--- config.mk ---
export PLATFORM = sky130hd
export DESIGN_NAME = rename_ctrl_flat
export DESIGN_NICKNAME = d
export VERILOG_FILES = /design/src/rtl/rename_ctrl_pkg.sv /design/src/rtl/rename_ctrl_if.sv /design/src/rtl/rename_ctrl_tag_ring.sv /design/src/rtl/rename_ctrl.sv /design/src/flat_wrapper.sv
export SDC_FILE = /design/constraint.sdc
export NUM_CORES = 1
export LEC_CHECK = 0
export ABC_AREA = 1
export CORE_MARGIN = 5
export CORE_UTILIZATION = 40
export DETAILED_ROUTE_END_ITERATION = 6
export DONT_BUFFER_PORTS = 1
export HOLD_SLACK_MARGIN = 0.12
export PLACE_DENSITY = 0.52
export SLEW_MARGIN = 0
export SYNTH_ARGS = -nofsm -noshare
export SYNTH_HDL_FRONTEND = slang
export SYNTH_SLANG_ARGS = --single-unit
--- constraint.sdc ---
create_clock -name clk -period 5.07 [get_ports clk]
set_input_delay 0.7605 -clock clk [delete_from_list [all_inputs] [get_ports clk]]
set_output_delay 0.7605 -clock clk [all_outputs]
set_load 0.05 [all_outputs]
--- src/rtl/rename_ctrl_pkg.sv ---
`default_nettype none
// ============================================================================
// Module      : rename_ctrl_pkg
// Description : Shared CPU rename constants, tag/register types and the
//               rename controller state encoding.
// Revision    : 1.0 - initial release
// ============================================================================
package rename_ctrl_pkg;

    // ROB tag width; tag 0 means "no producer, value lives in the RF"
    localparam int c_ROBBW    = 4;
    // Architectural register index width
    localparam int c_REGBW    = 5;
    // Usable tags are 1..c_CAP
    localparam int c_CAP      = (1 << c_ROBBW) - 1;
    // Register-file geometry
    localparam int c_RF_DEPTH = 1 << c_REGBW;

    typedef logic [c_ROBBW-1:0] tag_t;
    typedef logic [c_REGBW-1:0] reg_t;

    typedef enum logic [0:0] {
        ST_RUN   = 1'b0,
        ST_FLUSH = 1'b1
    } state_t;

endpackage : rename_ctrl_pkg
`default_nettype wire

--- src/rtl/rename_ctrl_if.sv ---
`default_nettype none
// ============================================================================
// Module      : rename_ctrl_if
// Description : Decode / register-file / ROB signal bundle around the rename
//               controller. slave = controller side, master = environment.
// Revision    : 1.0 - initial release
// ============================================================================
interface rename_ctrl_if
    import rename_ctrl_pkg::*;
#(
    parameter int ROBBW = c_ROBBW,
    parameter int REGBW = c_REGBW
);

    // decode side
    logic             dec_valid;
    logic             dec_ready;
    logic             dec_has_rd;
    logic [REGBW-1:0] dec_rd;
    logic [REGBW-1:0] dec_rs1;
    logic [REGBW-1:0] dec_rs2;

    // register-file side
    logic [REGBW-1:0] rf_rs1;
    logic [REGBW-1:0] rf_rs2;
    logic             rf_rn_valid;
    logic [REGBW-1:0] rf_rn_rd;
    logic [ROBBW-1:0] rf_rn_id;
    logic             rf_clear;

    // ROB / reservation-station side
    logic             alloc_valid;
    logic [ROBBW-1:0] alloc_id;
    logic             commit_valid;
    logic [ROBBW-1:0] commit_id;
    logic             flush;

    // status
    logic [ROBBW-1:0] count;
    logic             full;
    logic             err;

    modport slave (
        input  dec_valid, dec_has_rd, dec_rd, dec_rs1, dec_rs2,
        input  commit_valid, commit_id, flush,
        output dec_ready, rf_rs1, rf_rs2, rf_rn_valid, rf_rn_rd, rf_rn_id,
        output rf_clear, alloc_valid, alloc_id, count, full, err
    );

    modport master (
        output dec_valid, dec_has_rd, dec_rd, dec_rs1, dec_rs2,
        output commit_valid, commit_id, flush,
        input  dec_ready, rf_rs1, rf_rs2, rf_rn_valid, rf_rn_rd, rf_rn_id,
        input  rf_clear, alloc_valid, alloc_id, count, full, err
    );

endinterface : rename_ctrl_if
`default_nettype wire

--- src/rtl/rename_ctrl_tag_ring.sv ---
`default_nettype none
// ============================================================================
// Module      : tag_ring
// Description : Wrapping tag counter over 1..(2^W-1); never holds 0.
//               Enable advances, synchronous clear returns to 1.
// Revision    : 1.0 - initial release
// ============================================================================
module tag_ring
    import rename_ctrl_pkg::*;
#(
    parameter int W = c_ROBBW
) (
    input  wire logic         clk,
    input  wire logic         rst_n,
    input  wire logic         en,
    input  wire logic         clr,
    output logic      [W-1:0] tag
);

    localparam logic [W-1:0] c_LAST  = '1;
    localparam logic [W-1:0] c_FIRST = {{(W-1){1'b0}}, 1'b1};

    logic [W-1:0] r_tag;

    // Advance through 1..LAST, wrapping past 0; clear has priority over enable
    always_ff @(posedge clk or negedge rst_n) begin
        if (!rst_n) begin
            r_tag <= c_FIRST;
        end else if (clr) begin
            r_tag <= c_FIRST;
        end else if (en) begin
            r_tag <= (r_tag == c_LAST) ? c_FIRST : r_tag + 1'b1;
        end
    end

    assign tag = r_tag;

endmodule : tag_ring
`default_nettype wire

--- src/rtl/rename_ctrl.sv ---
`default_nettype none
// ============================================================================
// Module      : rename_ctrl
// Description : Register-rename / ROB tag allocator. Hands out tags in order
//               at decode, frees them in order at commit, and wipes all
//               rename state on a mispredict flush.
// Revision    : 1.0 - initial release
// ============================================================================
module rename_ctrl
    import rename_ctrl_pkg::*;
#(
    parameter int ROBBW = c_ROBBW,
    parameter int REGBW = c_REGBW
) (
    input  wire logic   clk,
    input  wire logic   rst_n,
    input  wire logic   rdy,
    rename_ctrl_if.slave bus
);

    localparam logic [ROBBW-1:0] c_CAP_TAG = '1;
    localparam logic [ROBBW-1:0] c_ZERO    = '0;
    localparam logic [REGBW-1:0] c_REG0    = '0;

    state_t           r_state;
    logic             r_rf_clear;
    logic [ROBBW-1:0] r_count;
    logic             r_err;

    logic [ROBBW-1:0] w_head;
    logic [ROBBW-1:0] w_tail;
    logic             w_full;
    logic             w_ready;
    logic             w_accept;
    logic             w_flush_go;
    logic             w_commit_req;
    logic             w_commit_bad;
    logic             w_commit_ok;

    // Flush wins over everything that happens in the same cycle.
    assign w_flush_go   = bus.flush && rdy;
    assign w_full       = (r_count == c_CAP_TAG);
    // rst_n gates ready so nothing looks acceptable while reset is held.
    assign w_ready      = rst_n && rdy && (r_state == ST_RUN) && !w_full && !bus.flush;
    assign w_accept     = bus.dec_valid && w_ready;
    assign w_commit_req = bus.commit_valid && rdy && !bus.flush;
    // Out-of-order or underflowing commits are dropped and flagged.
    assign w_commit_bad = w_commit_req && ((r_count == c_ZERO) || (bus.commit_id != w_head));
    assign w_commit_ok  = w_commit_req && !w_commit_bad;

    tag_ring #(.W(ROBBW)) u_tail (
        .clk   (clk),
        .rst_n (rst_n),
        .en    (w_accept),
        .clr   (w_flush_go),
        .tag   (w_tail)
    );

    tag_ring #(.W(ROBBW)) u_head (
        .clk   (clk),
        .rst_n (rst_n),
        .en    (w_commit_ok),
        .clr   (w_flush_go),
        .tag   (w_head)
    );

    // Run/flush sequencer; rf_clear is the registered image of the FLUSH state
    always_ff @(posedge clk or negedge rst_n) begin
        if (!rst_n) begin
            r_state    <= ST_RUN;
            r_rf_clear <= 1'b0;
        end else if (rdy) begin
            case (r_state)
                ST_RUN: begin
                    if (bus.flush) begin
                        r_state    <= ST_FLUSH;
                        r_rf_clear <= 1'b1;
                    end
                end
                ST_FLUSH: begin
                    if (bus.flush) begin
                        r_state    <= ST_FLUSH;
                        r_rf_clear <= 1'b1;
                    end else begin
                        r_state    <= ST_RUN;
                        r_rf_clear <= 1'b0;
                    end
                end
                default: begin
                    r_state    <= ST_RUN;
                    r_rf_clear <= 1'b0;
                end
            endcase
        end
    end

    // Occupancy: +1 per accept, -1 per good commit, both together cancel
    always_ff @(posedge clk or negedge rst_n) begin
        if (!rst_n) begin
            r_count <= c_ZERO;
        end else if (w_flush_go) begin
            r_count <= c_ZERO;
        end else if (w_accept && !w_commit_ok) begin
            r_count <= r_count + 1'b1;
        end else if (!w_accept && w_commit_ok) begin
            r_count <= r_count - 1'b1;
        end
    end

    // Sticky protocol-error flag, cleared only by reset
    always_ff @(posedge clk or negedge rst_n) begin
        if (!rst_n) begin
            r_err <= 1'b0;
        end else if (w_commit_bad) begin
            r_err <= 1'b1;
        end
    end

    assign bus.rf_rs1      = bus.dec_rs1;
    assign bus.rf_rs2      = bus.dec_rs2;
    assign bus.dec_ready   = w_ready;
    assign bus.alloc_valid = w_accept;
    assign bus.alloc_id    = w_tail;
    assign bus.rf_rn_valid = w_accept && bus.dec_has_rd && (bus.dec_rd != c_REG0);
    assign bus.rf_rn_rd    = bus.dec_rd;
    assign bus.rf_rn_id    = w_tail;
    assign bus.rf_clear    = r_rf_clear && rdy;
    assign bus.count       = r_count;
    assign bus.full        = w_full;
    assign bus.err         = r_err;

endmodule : rename_ctrl
`default_nettype wire

--- src/flat_wrapper.sv ---
// flat-port wrapper written by rule: the top's interface ports become plain ports
module rename_ctrl_flat import rename_ctrl_pkg::*;
#(
    parameter int ROBBW = c_ROBBW,
    parameter int REGBW = c_REGBW
)
  (clk, rst_n, rdy, bus_dec_valid, bus_dec_has_rd, bus_dec_rd, bus_dec_rs1, bus_dec_rs2, bus_commit_valid, bus_commit_id, bus_flush, bus_dec_ready, bus_rf_rs1, bus_rf_rs2, bus_rf_rn_valid, bus_rf_rn_rd, bus_rf_rn_id, bus_rf_clear, bus_alloc_valid, bus_alloc_id, bus_count, bus_full, bus_err);
  rename_ctrl_if #(.ROBBW(ROBBW), .REGBW(REGBW)) bus_i ();
  input  wire logic clk;
  input  wire logic rst_n;
  input  wire logic rdy;
  input wire logic [$bits(bus_i.dec_valid)-1:0] bus_dec_valid;
  input wire logic [$bits(bus_i.dec_has_rd)-1:0] bus_dec_has_rd;
  input wire logic [$bits(bus_i.dec_rd)-1:0] bus_dec_rd;
  input wire logic [$bits(bus_i.dec_rs1)-1:0] bus_dec_rs1;
  input wire logic [$bits(bus_i.dec_rs2)-1:0] bus_dec_rs2;
  input wire logic [$bits(bus_i.commit_valid)-1:0] bus_commit_valid;
  input wire logic [$bits(bus_i.commit_id)-1:0] bus_commit_id;
  input wire logic [$bits(bus_i.flush)-1:0] bus_flush;
  output wire logic [$bits(bus_i.dec_ready)-1:0] bus_dec_ready;
  output wire logic [$bits(bus_i.rf_rs1)-1:0] bus_rf_rs1;
  output wire logic [$bits(bus_i.rf_rs2)-1:0] bus_rf_rs2;
  output wire logic [$bits(bus_i.rf_rn_valid)-1:0] bus_rf_rn_valid;
  output wire logic [$bits(bus_i.rf_rn_rd)-1:0] bus_rf_rn_rd;
  output wire logic [$bits(bus_i.rf_rn_id)-1:0] bus_rf_rn_id;
  output wire logic [$bits(bus_i.rf_clear)-1:0] bus_rf_clear;
  output wire logic [$bits(bus_i.alloc_valid)-1:0] bus_alloc_valid;
  output wire logic [$bits(bus_i.alloc_id)-1:0] bus_alloc_id;
  output wire logic [$bits(bus_i.count)-1:0] bus_count;
  output wire logic [$bits(bus_i.full)-1:0] bus_full;
  output wire logic [$bits(bus_i.err)-1:0] bus_err;
  assign bus_i.dec_valid = bus_dec_valid;
  assign bus_i.dec_has_rd = bus_dec_has_rd;
  assign bus_i.dec_rd = bus_dec_rd;
  assign bus_i.dec_rs1 = bus_dec_rs1;
  assign bus_i.dec_rs2 = bus_dec_rs2;
  assign bus_i.commit_valid = bus_commit_valid;
  assign bus_i.commit_id = bus_commit_id;
  assign bus_i.flush = bus_flush;
  assign bus_dec_ready = bus_i.dec_ready;
  assign bus_rf_rs1 = bus_i.rf_rs1;
  assign bus_rf_rs2 = bus_i.rf_rs2;
  assign bus_rf_rn_valid = bus_i.rf_rn_valid;
  assign bus_rf_rn_rd = bus_i.rf_rn_rd;
  assign bus_rf_rn_id = bus_i.rf_rn_id;
  assign bus_rf_clear = bus_i.rf_clear;
  assign bus_alloc_valid = bus_i.alloc_valid;
  assign bus_alloc_id = bus_i.alloc_id;
  assign bus_count = bus_i.count;
  assign bus_full = bus_i.full;
  assign bus_err = bus_i.err;
  rename_ctrl #(.ROBBW(ROBBW), .REGBW(REGBW)) u_core (.clk(clk), .rst_n(rst_n), .rdy(rdy), .bus(bus_i));
endmodule
; ---- After elaboration in Yosys (flattened, before gate mapping)
; Cells that the tools add are included.
[word_totals]
output_inout_bits = 33
elab_cells = 55
reg_bits = 15
input_bits = 26
[classes]
n_eq_ne = 5
addsub = 4
bitwise_logic = 1
n_reduce_logical = 27
n_mux = 12
[ops]
columns = cell, n
row1 = 2-to-1 mux 4 bit, 9
row2 = logical AND 1 bit, 15
row3 = adder 4 x 1 -> 4 bit (second input constant), 3
row4 = equality test 4 bit (second input constant), 3
row5 = zero test 1 bit, 5
row6 = nonzero test 5 bit, 1
row7 = zero test 4 bit, 1
row8 = != test 4 bit, 1
row9 = nonzero test 2 bit, 2
row10 = subtractor 4 x 1 -> 4 bit (second input constant), 1
row11 = nonzero test 3 bit, 1
row12 = 2-to-1 mux 1 bit, 2
row13 = != test 2 bit (second input constant), 1
row14 = one-hot mux 1 bit (2 select lines), 1
row15 = AND reduction 2 bit, 1
row16 = logical OR 1 bit, 1
row17 = inverter 1 bit, 1

; ---- Longest topological paths before layout
; Gate-level depths: netlist of the first run.
[depth]
ltp_word = 10
ltp_mapped = 16

; ---- Modules after synthesis
; A second synthesis of the first run with hierarchy kept.
[unflattened]
cells_unflattened = 171
hier_area_um2 = 1233.7
[by_module_without_submodules]
columns = mod, area_per_inst_um2, instances, cells_per_inst
row1 = rename_ctrl, 813.3, 1, 121
row2 = tag_ring, 210.2, 2, 25

; ---- Least setup slack after synthesis of the first run
; Ideal clock, no wire load.
[synth_path]
path_kind = input to output
start = input rst_n
end = output bus_rf_rn_valid
arrival_ps = 2098
path_slack_ps = 2211
required_ps = 4310
n_path_buf = 0
path_stages = 6
cell_sequence = nand2_1 > nor3_4 > nand3_2 > clkinv_4 > nand2_1 > a21oi_1
[synth_between]
elab_chain_cells = 7
[synth_rtl]
columns = element, line_no
row1 = "start, declared", flat_wrapper.sv:10  ; input wire logic rst_n;
row2 = logical AND 1 bit (4 in series), rename_ctrl.sv:44  ; assign w_ready = rst_n && rdy && (r_state == ST_RUN) && !w_full && !bus.flush;
row3 = logical AND 1 bit, rename_ctrl.sv:45  ; assign w_accept = bus.dec_valid && w_ready;
row4 = named net bus_alloc_valid, flat_wrapper.sv:27  ; output wire logic [$bits(bus_i.alloc_valid)-1:0] bus_alloc_valid;
row5 = logical AND 1 bit (2 in series), rename_ctrl.sv:124  ; assign bus.rf_rn_valid = w_accept && bus.dec_has_rd && (bus.dec_rd != c_REG0);
row6 = "end, declared", flat_wrapper.sv:23  ; output wire logic [$bits(bus_i.rf_rn_valid)-1:0] bus_rf_rn_valid;
; The timed path passes the listed nets, and every way through them passes these cells.

; ---- Worst setup path after layout of the first run
[layout_path]
start = register u_core.r_count[3] (netlist: u_core.bus.count[3])
end = output bus_rf_rn_valid
[layout_between]
elab_chain_cells = 7
[layout_rtl]
columns = element, line_no
row1 = "start, declared", rename_ctrl.sv:27  ; logic [ROBBW-1:0] r_count;
row2 = "start signal, assigned", rename_ctrl.sv:100  ; r_count <= c_ZERO;
row3 = "start signal, assigned", rename_ctrl.sv:102  ; r_count <= c_ZERO;
row4 = "start signal, assigned", rename_ctrl.sv:104  ; r_count <= r_count + 1'b1;
row5 = equality test 4 bit, rename_ctrl.sv:42  ; assign w_full = (r_count == c_CAP_TAG);
row6 = zero test 1 bit, rename_ctrl.sv:44
row7 = logical AND 1 bit (2 in series), rename_ctrl.sv:44
row8 = logical AND 1 bit, rename_ctrl.sv:45
row9 = named net bus_alloc_valid, flat_wrapper.sv:27
row10 = logical AND 1 bit (2 in series), rename_ctrl.sv:124
; The timed path passes the listed nets, and every way through them passes these cells.

==> results by group, run 1 <==
Outcome
  • Result of the run: completed

Clocking
  • CTS resizes: 0
  • Clock Tree Buf Depth: 2
  • Num CTS Buffers: 3
  • Root Driver: clkbuf_4
  • CTS hold repair buffers: 0
  • CTS Sinks: 15
  • CTS tree: done
  • Worst-Skew Late Latency: between 0.2 and 0.3 ns
  • H-tree Lvls: 1
  • Post-CTS Setup Bufs: 0
  • Clock transition at path regs: roughly 0.09 ns

GRT
  • Vias in the first global route: 841
  • Total gr overflow: 0
  • GRT Util Overall: 0.121
  • First-pass GRT wire length: 3.96 mm
  • Largest net degree at the start of global routing: 17
  • Initial antenna violation count: 0

Timing
  • Max Slew Vio Count: 0
  • Slew @ Worst Pin: a little over 1 ns
  • Final Cycle Share: 0.630
  • Max Clk Rate: ~0.31 GHz
  • Min cycle time layout: 3.20 ns
  • Final setup fails: 0
  • Unrepaired setup endpoints after global routing: false
  • Hold Fails Final Rpt: 0
  • Final setup TNS: 0 ns
  • Slew margin rel.: 0.309
  • Clock Skew: around 0.0021 ns

Placement
  • RePlAce Congestion: just over 0.8
  • HPWL after DPL: 1.96 mm
  • IO Port Bufs: 0
  • Placement Cell Area: roughly 1100 um2

Power and ir drop
  • Switching Share: 0.399
  • IR drop worst, VDD: 0.000138 V
  • PD cells: roughly 280 nW/um2
  • Cell leakage power: roughly 0.56 nW
  • Clock power frac: 0.216
  • Gate power share: 0.247
  • Switching Power: between 0.1 and 0.15 mW
  • Seq pwr share: 0.537
  • Int Pwr: between 0.15 and 0.2 mW

Layout
  • Layout cells sized above 1: 0.169
  • Cell area after layout: approximately 1100 um2
  • NumNets Final: approximately 170
  • Area growth syn-to-layout: -7.11%
  • FF/Latch Area: 378 um2
  • Fillers: 316
  • Final core utilization: 0.379
  • Area of the multi-input gates: slightly below 600 um2
  • Ant diodes: 0

Hold path
  • Worst hold path class: input pin to async pin

Die
  • CORE AREA: 2980 um2
  • Total Die Area: 4240 um2
  • IO Pins: between 50 and 60
  • Initial cell density of the core: 0.408
  • Cell Rows: 20
  • Die H: 65.1 um
  • Die Wd: 65.1 um

Logic synthesis
  • Post-synth top area cell: dfrtp_1
  • Yosys top cell area share: 0.268
  • Mapped Nets: 189
  • Main flop type after synthesis: dfrtp_1
  • Mean post-synth cell area: 7.69 um2
  • Most frequent cell after synthesis: nand2_1
  • Seq/Total Area, Yosys: 0.311
  • Post-Syn Area: about 1200 um2
  • Largest cells by area after synthesis: dfrtp_1, buf_4, nand2_1
  • Distinct cells, synth: 31
  • Main combinational cell family by area after synthesis: simple AND/OR/NAND/NOR gates
  • Post-synth EDFFs: 0
  • Adder-cell share of the synthesized area: 0.0577
  • Post-Synth Simple-Gate Area: 0.316
  • Post-synth top cells: nand2_1, inv_1, buf_4
  • Yosys warnings: 0
  • Post-synthesis cell count: about 160
  • Yosys reg bits: 15
  • Mux share of post-synthesis cell area: 0
  • Post-synthesis compound-gate area fraction: 0.0999
  • Async set-or-reset flop fraction in the synthesized netlist: 1.00
  • Xor/xnor share of the synthesized area: 0.00721

Drt
  • Avg Vias per Cell: 5.27
  • Initial DRC count: 34
  • Detailed-route wire length: about 2.5 mm
  • Detailed Routing Iterations Pass 1: 4
  • Drt drc: 0
  • Via count: about 920
  • Final ANT Viol Nets: 0
  • DR WL/cell: 14.0 um

Critical path
  • Crit-path cells: nand4_1 -> nand3_2 -> clkinv_4 -> nand2_1 -> a21oi_1
  • Slowest cell on the critical path: a21oi_1
  • Worst path required time: about 4.3 ns
  • Worst-path fanout max: 8
  • CP top delay family: compound AO/OA/AOI/OAI gates
  • Reg2Reg Launch Point: u_core.bus.count[3]
  • Crit-path max cell delay: around 0.80 ns
  • Worst path bufs/invs: 1
  • Worst Path Arrival: between 2 and 2.5 ns
  • Crit path depth: 5
  • Reg2reg setup slack: ~2.4 ns
  • CP Capture Type: output pin
  • Crit Path Class: flip-flop to output pin
  • Startpoint Class: flip-flop
  • Capturing point of the worst reg2reg path: u_core.bus.count[3]
  • Worst R2R Path Depth: 13

Flow run
  • Max-cap viol count: 0
[per-stage QoR]
stage	setup slack, ns	instances	power, mW	hold WS [ns]
finish	1.87	175	0.320	0.157
detailed placement	2.11	171	0.254	0.466
global placement	2.13	171	0.252	0.465
floorplan	2.21	158	0.273	0.463
CTS	1.87	175	0.324	0.150
global route	1.79	175	0.344	0.132
[layer usage]
metal | global-route usage | part of all wire | wire [um]
met5 | 0 | 0 | 0
met4 | 0.0466 | 0.015 | 37
met3 | 0.0547 | 0.087 | 214
met2 | 0.185 | 0.45 | 1110
met1 | 0.148 | 0.45 | 1090
[final cells by class]
class,count,share of cell area
Inverter,25,0.0876
Sequential cell,15,0.335
Clock buffer,4,0.0233
Multi-Input combinational cell,98,0.518
Tap cell,33,0.0366
[kinds of logic (layout without fill, tap and decap cells)]
kind of cell             after synthesis  after routing
AO/OA/AOI/OAI                         22             22
XOR/XNOR                               1              1
adder cells (fa/ha/maj)                5              5
buffers and inverters                 45             29
flip-flops                            15             15
AND/OR/NAND/NOR                       70             70
[worst reg2reg max path: cells and delay by family (launching register included)]
family,cells,cell delay [ns]
flip-flops,1,0.73
AO/OA/AOI/OAI,1,0.20
AND/OR/NAND/NOR,9,1.06
adder cells (fa/ha/maj),1,0.28
buffers and inverters,2,0.24
[cells in the final DEF (no fill, tap or decap), types with 2 or more instances in the layout]
| master | count |
|---|---|
| inv_2 | 4 |
| ha_1 | 4 |
| nand3_1 | 10 |
| nand3_2 | 3 |
| nand2_1 | 37 |
| dfstp_2 | 2 |
| nor2_1 | 3 |
| inv_1 | 20 |
| nor2_2 | 3 |
| o21ai_1 | 2 |
| dfrtp_1 | 13 |
| nand4_1 | 5 |
| o21ai_0 | 9 |
| a21oi_1 | 6 |
| nand2_2 | 3 |
| clkbuf_4 | 3 |
[power by group through the flow]
stage	combinational, mW	sequential [mW]	clock (mW)
floorplan	0.108	0.165	0
finish	0.0790	0.172	0.0689
global placement	0.0778	0.174	0
global route	0.0906	0.174	0.0792
detailed placement	0.0797	0.175	0
CTS	0.0799	0.172	0.0718
[worst max path at each step]
stage | startpoint | endpoint | slack [ns]
after floorplan | rst_n | bus_rf_rn_valid | 2.21
after global placement | rst_n | bus_rf_rn_valid | 2.13
after global routing | u_core.bus.count[3] | bus_rf_rn_valid | 1.79
final | u_core.bus.count[3] | bus_rf_rn_valid | 1.87
after CTS | u_core.bus.count[3] | bus_rf_rn_valid | 1.87
after detailed placement | rst_n | bus_rf_rn_valid | 2.11
[state kept, by name (all words and copies together), names as in the netlist]
name and count:
u_core.bus.count 4, u_core.bus.err 1, u_core.r_rf_clear 1, u_core.r_state 1
u_core.u_head.tag 4, u_core.u_tail.tag 4
(Power assumes the default switching activity.)
==> run 2: changes to the inputs <==
==> constraint.sdc (replaced) <==
create_clock -name clk -period 3.35 [get_ports clk]
set_input_delay 0.5025 -clock clk [delete_from_list [all_inputs] [get_ports clk]]
set_output_delay 0.5025 -clock clk [all_outputs]
set_load 0.05 [all_outputs]
==> run 2 against run 1 <==
- clock-buffer cell count unchanged
- global-route usage rose by 0.82 points
- sequential cell count stayed put
- utilization is 1.1 points higher
- register-to-register slack lost 1.7 ns
- non-clock buffer count up 4
- routed wire length is 3.9% higher
- combinational power up 70%
- sequential share of layout area fell by 0.94 points
- power rose by 54%
- die area did not move
- via count down 0.54%
==> results by group, run 2 (same netlist as run 1, synthesis figures left out) <==
Critical path
  • Worst Path Arrival: 2.79 ns (+0.35 ns)
  • Startpoint Class: flip-flop
  • Reg2Reg Launch Point: u_core.bus.count[1]
  • CP Capture Point: u_core.bus.count[3]
  • Crit path launch: u_core.bus.count[1]
  • CP Capture Type: flip-flop
  • Worst-path fanout max: 9 (+1)
  • Reg2reg setup slack: 0.73 ns (-1.71 ns)
  • Worst path required time: 3.53 ns (-0.78 ns)
  • Crit Path Class: flip-flop to flip-flop
  • Capturing point of the worst reg2reg path: u_core.bus.count[3]
  • Worst R2R Path Depth: 13 (unchanged)

Die
  • Die H: 65.1 um (unchanged)
  • Total Die Area: 4240 um2 (unchanged)
  • Initial cell density of the core: 0.408 (unchanged)
  • Cell Rows: 20 (unchanged)
  • IO Pins: 59 (unchanged)
  • CORE AREA: 2980 um2 (unchanged)
  • Die Wd: 65.1 um (unchanged)

Placement
  • IO Port Bufs: 0 (unchanged)
  • RePlAce Congestion: 0.856 (+4.3%)
  • Placement Cell Area: 1120 um2 (+2.0%)
  • HPWL after DPL: 2.02 mm (+3.1%)
  • Placed instance count: 174 (+1.8%)

Layout
  • Layout cells sized above 1: 0.185 (+0.0159)
  • NumNets Final: 178 (+2.3%)
  • Area growth syn-to-layout: -4.43%
  • FF/Latch Area: 378 um2 (unchanged)
  • Fin cells: 179 (+2.3%)
  • Most frequent cells in the layout: nand2_1, inv_1, dfrtp_1, nand3_1, o21ai_0
  • Ant diodes: 0 (unchanged)
  • Cell area after layout: 1160 um2 (+2.9%)
  • Area of the multi-input gates: 584 um2 (unchanged)
  • Fillers: 310 (-1.9%)
  • Most common cell after layout, fill and taps aside: nand2_1

Timing
  • Fin Hold WS: 0.319 ns (+0.162 ns)
  • Hold Fails Final Rpt: 0 (unchanged)
  • Final setup fails: 0 (unchanged)
  • Slew @ Worst Pin: 0.955 ns (-0.0850 ns)
  • Max Clk Rate: between 0.3 and 0.4 GHz
  • Final setup TNS: 0 ns (unchanged)
  • Clock Skew: 0.0103 ns (+0.00819 ns)
  • Slew margin rel.: 0.364 (+0.0545)
  • Max Slew Vio Count: 0 (unchanged)
  • Min cycle time layout: about 2.6 ns
  • Unrepaired setup endpoints after global routing: false
  • Final Cycle Share: 0.781

Drt
  • Via count: 917 (-0.54%)
  • Detailed Routing Iterations Pass 1: 4 (unchanged)
  • Final ANT Viol Nets: 0 (unchanged)
  • Drt drc: 0 (unchanged)
  • DR WL/cell: 14.2 um (+1.6%)
  • Detailed-route wire length: 2.55 mm (+3.9%)
  • Initial DRC count: 50 (+47%)
  • Avg Vias per Cell: 5.12 (-2.8%)

GRT
  • Initial antenna violation count: 0 (unchanged)
  • Largest net degree at the start of global routing: 16 (-1)
  • First-pass GRT wire length: 4.26 mm (+7.5%)
  • Vias in the first global route: 935 (+11%)
  • GRT Util Overall: 0.129 (+0.00820)
  • Total gr overflow: 0 (unchanged)

Power and ir drop
  • PD cells: 425 nW/um2 (+50%)
  • IR drop worst, VDD: 0.000229 V (+66%)
  • Cell leakage power: 0.584 nW (+3.6%)

Flow run
  • Max-cap viol count: 0 (unchanged)

Clocking
  • Worst-Skew Late Latency: 0.29 ns (about the same)
  • Clock Tree Buf Depth: 2 (unchanged)
  • CTS resizes: 0 (unchanged)
  • Clock transition at path regs: 0.10 ns (about the same)
  • Post-CTS Setup Bufs: 0 (unchanged)
  • Root Driver: clkbuf_4
  • Num CTS Buffers: 3 (unchanged)
  • CTS Sinks: 15 (unchanged)
  • H-tree Lvls: 1 (unchanged)
  • CTS tree: done
  • CTS hold repair buffers: 1 (+1)

Outcome
  • Result of the run: completed

Hold path
  • Worst hold path class: input pin to flip-flop
-- run 2: cell types whose count changed in the layout (fill, tap and decap cells not counted) --
cell,change
buf_4,+3
dlygate4sd3_1,+1
-- run 2: power by group --
group          switching, mW  internal, mW  total (mW)
Clock                 0.0611        0.0463       0.107
Combinational         0.0877        0.0460       0.134
Sequential            0.0517         0.201       0.253
-- run 2: worst min path at each step --
stage | from | to | slack, ns | cells after the start
2_1_floorplan | rst_n | u_core.bus.count[0] | 0.21 | 0
3_3_place_gp | rst_n | u_core.u_head.tag[3] | 0.21 | 0
3_5_place_dp | rst_n | u_core.u_head.tag[3] | 0.21 | 0
4_1_cts | bus_flush | u_core.bus.err | 0.32 | 1
5_1_grt | bus_flush | u_core.bus.err | 0.31 | 1
6_report | bus_flush | u_core.bus.err | 0.32 | 1
-- run 2: area by class of cell --
class                           instances  area share
Sequential cell                        15       0.325
Timing Repair Buffer                    4      0.0280
Clock buffer                            4      0.0226
Inverter                               25      0.0851
Multi-Input combinational cell         98       0.503
Tap cell                               33      0.0356
-- run 2: metal layers --
metal  share of wire  global-route usage
met1            0.43               0.151
met5               0                   0
met3           0.088              0.0496
met2            0.47               0.213
met4           0.010              0.0492
-- run 2: per-stage QoR --
step | power (mW) | worst slack, ns | utilization
final | 0.494 | 0.735 | 0.390
after floorplan | 0.414 | 0.874 | -
after global placement | 0.385 | 0.855 | 0.378
after global routing | 0.531 | 0.513 | 0.390
after CTS | 0.500 | 0.726 | 0.390
after detailed placement | 0.387 | 0.761 | 0.378
-- run 2: critical path, stage by stage, from the launching register on --
cell      delay, ns
dfrtp_1        0.72
nand4_1        0.29
nand3_2        0.21
clkinv_4       0.19
nand2_8        0.15
ha_1           0.27
a21oi_1        0.21
nand3_1        0.09
nand2_1        0.12
inv_1          0.05
nand2_2        0.05
nand2_1        0.04
nand2_1        0.05
nand2_1        0.04
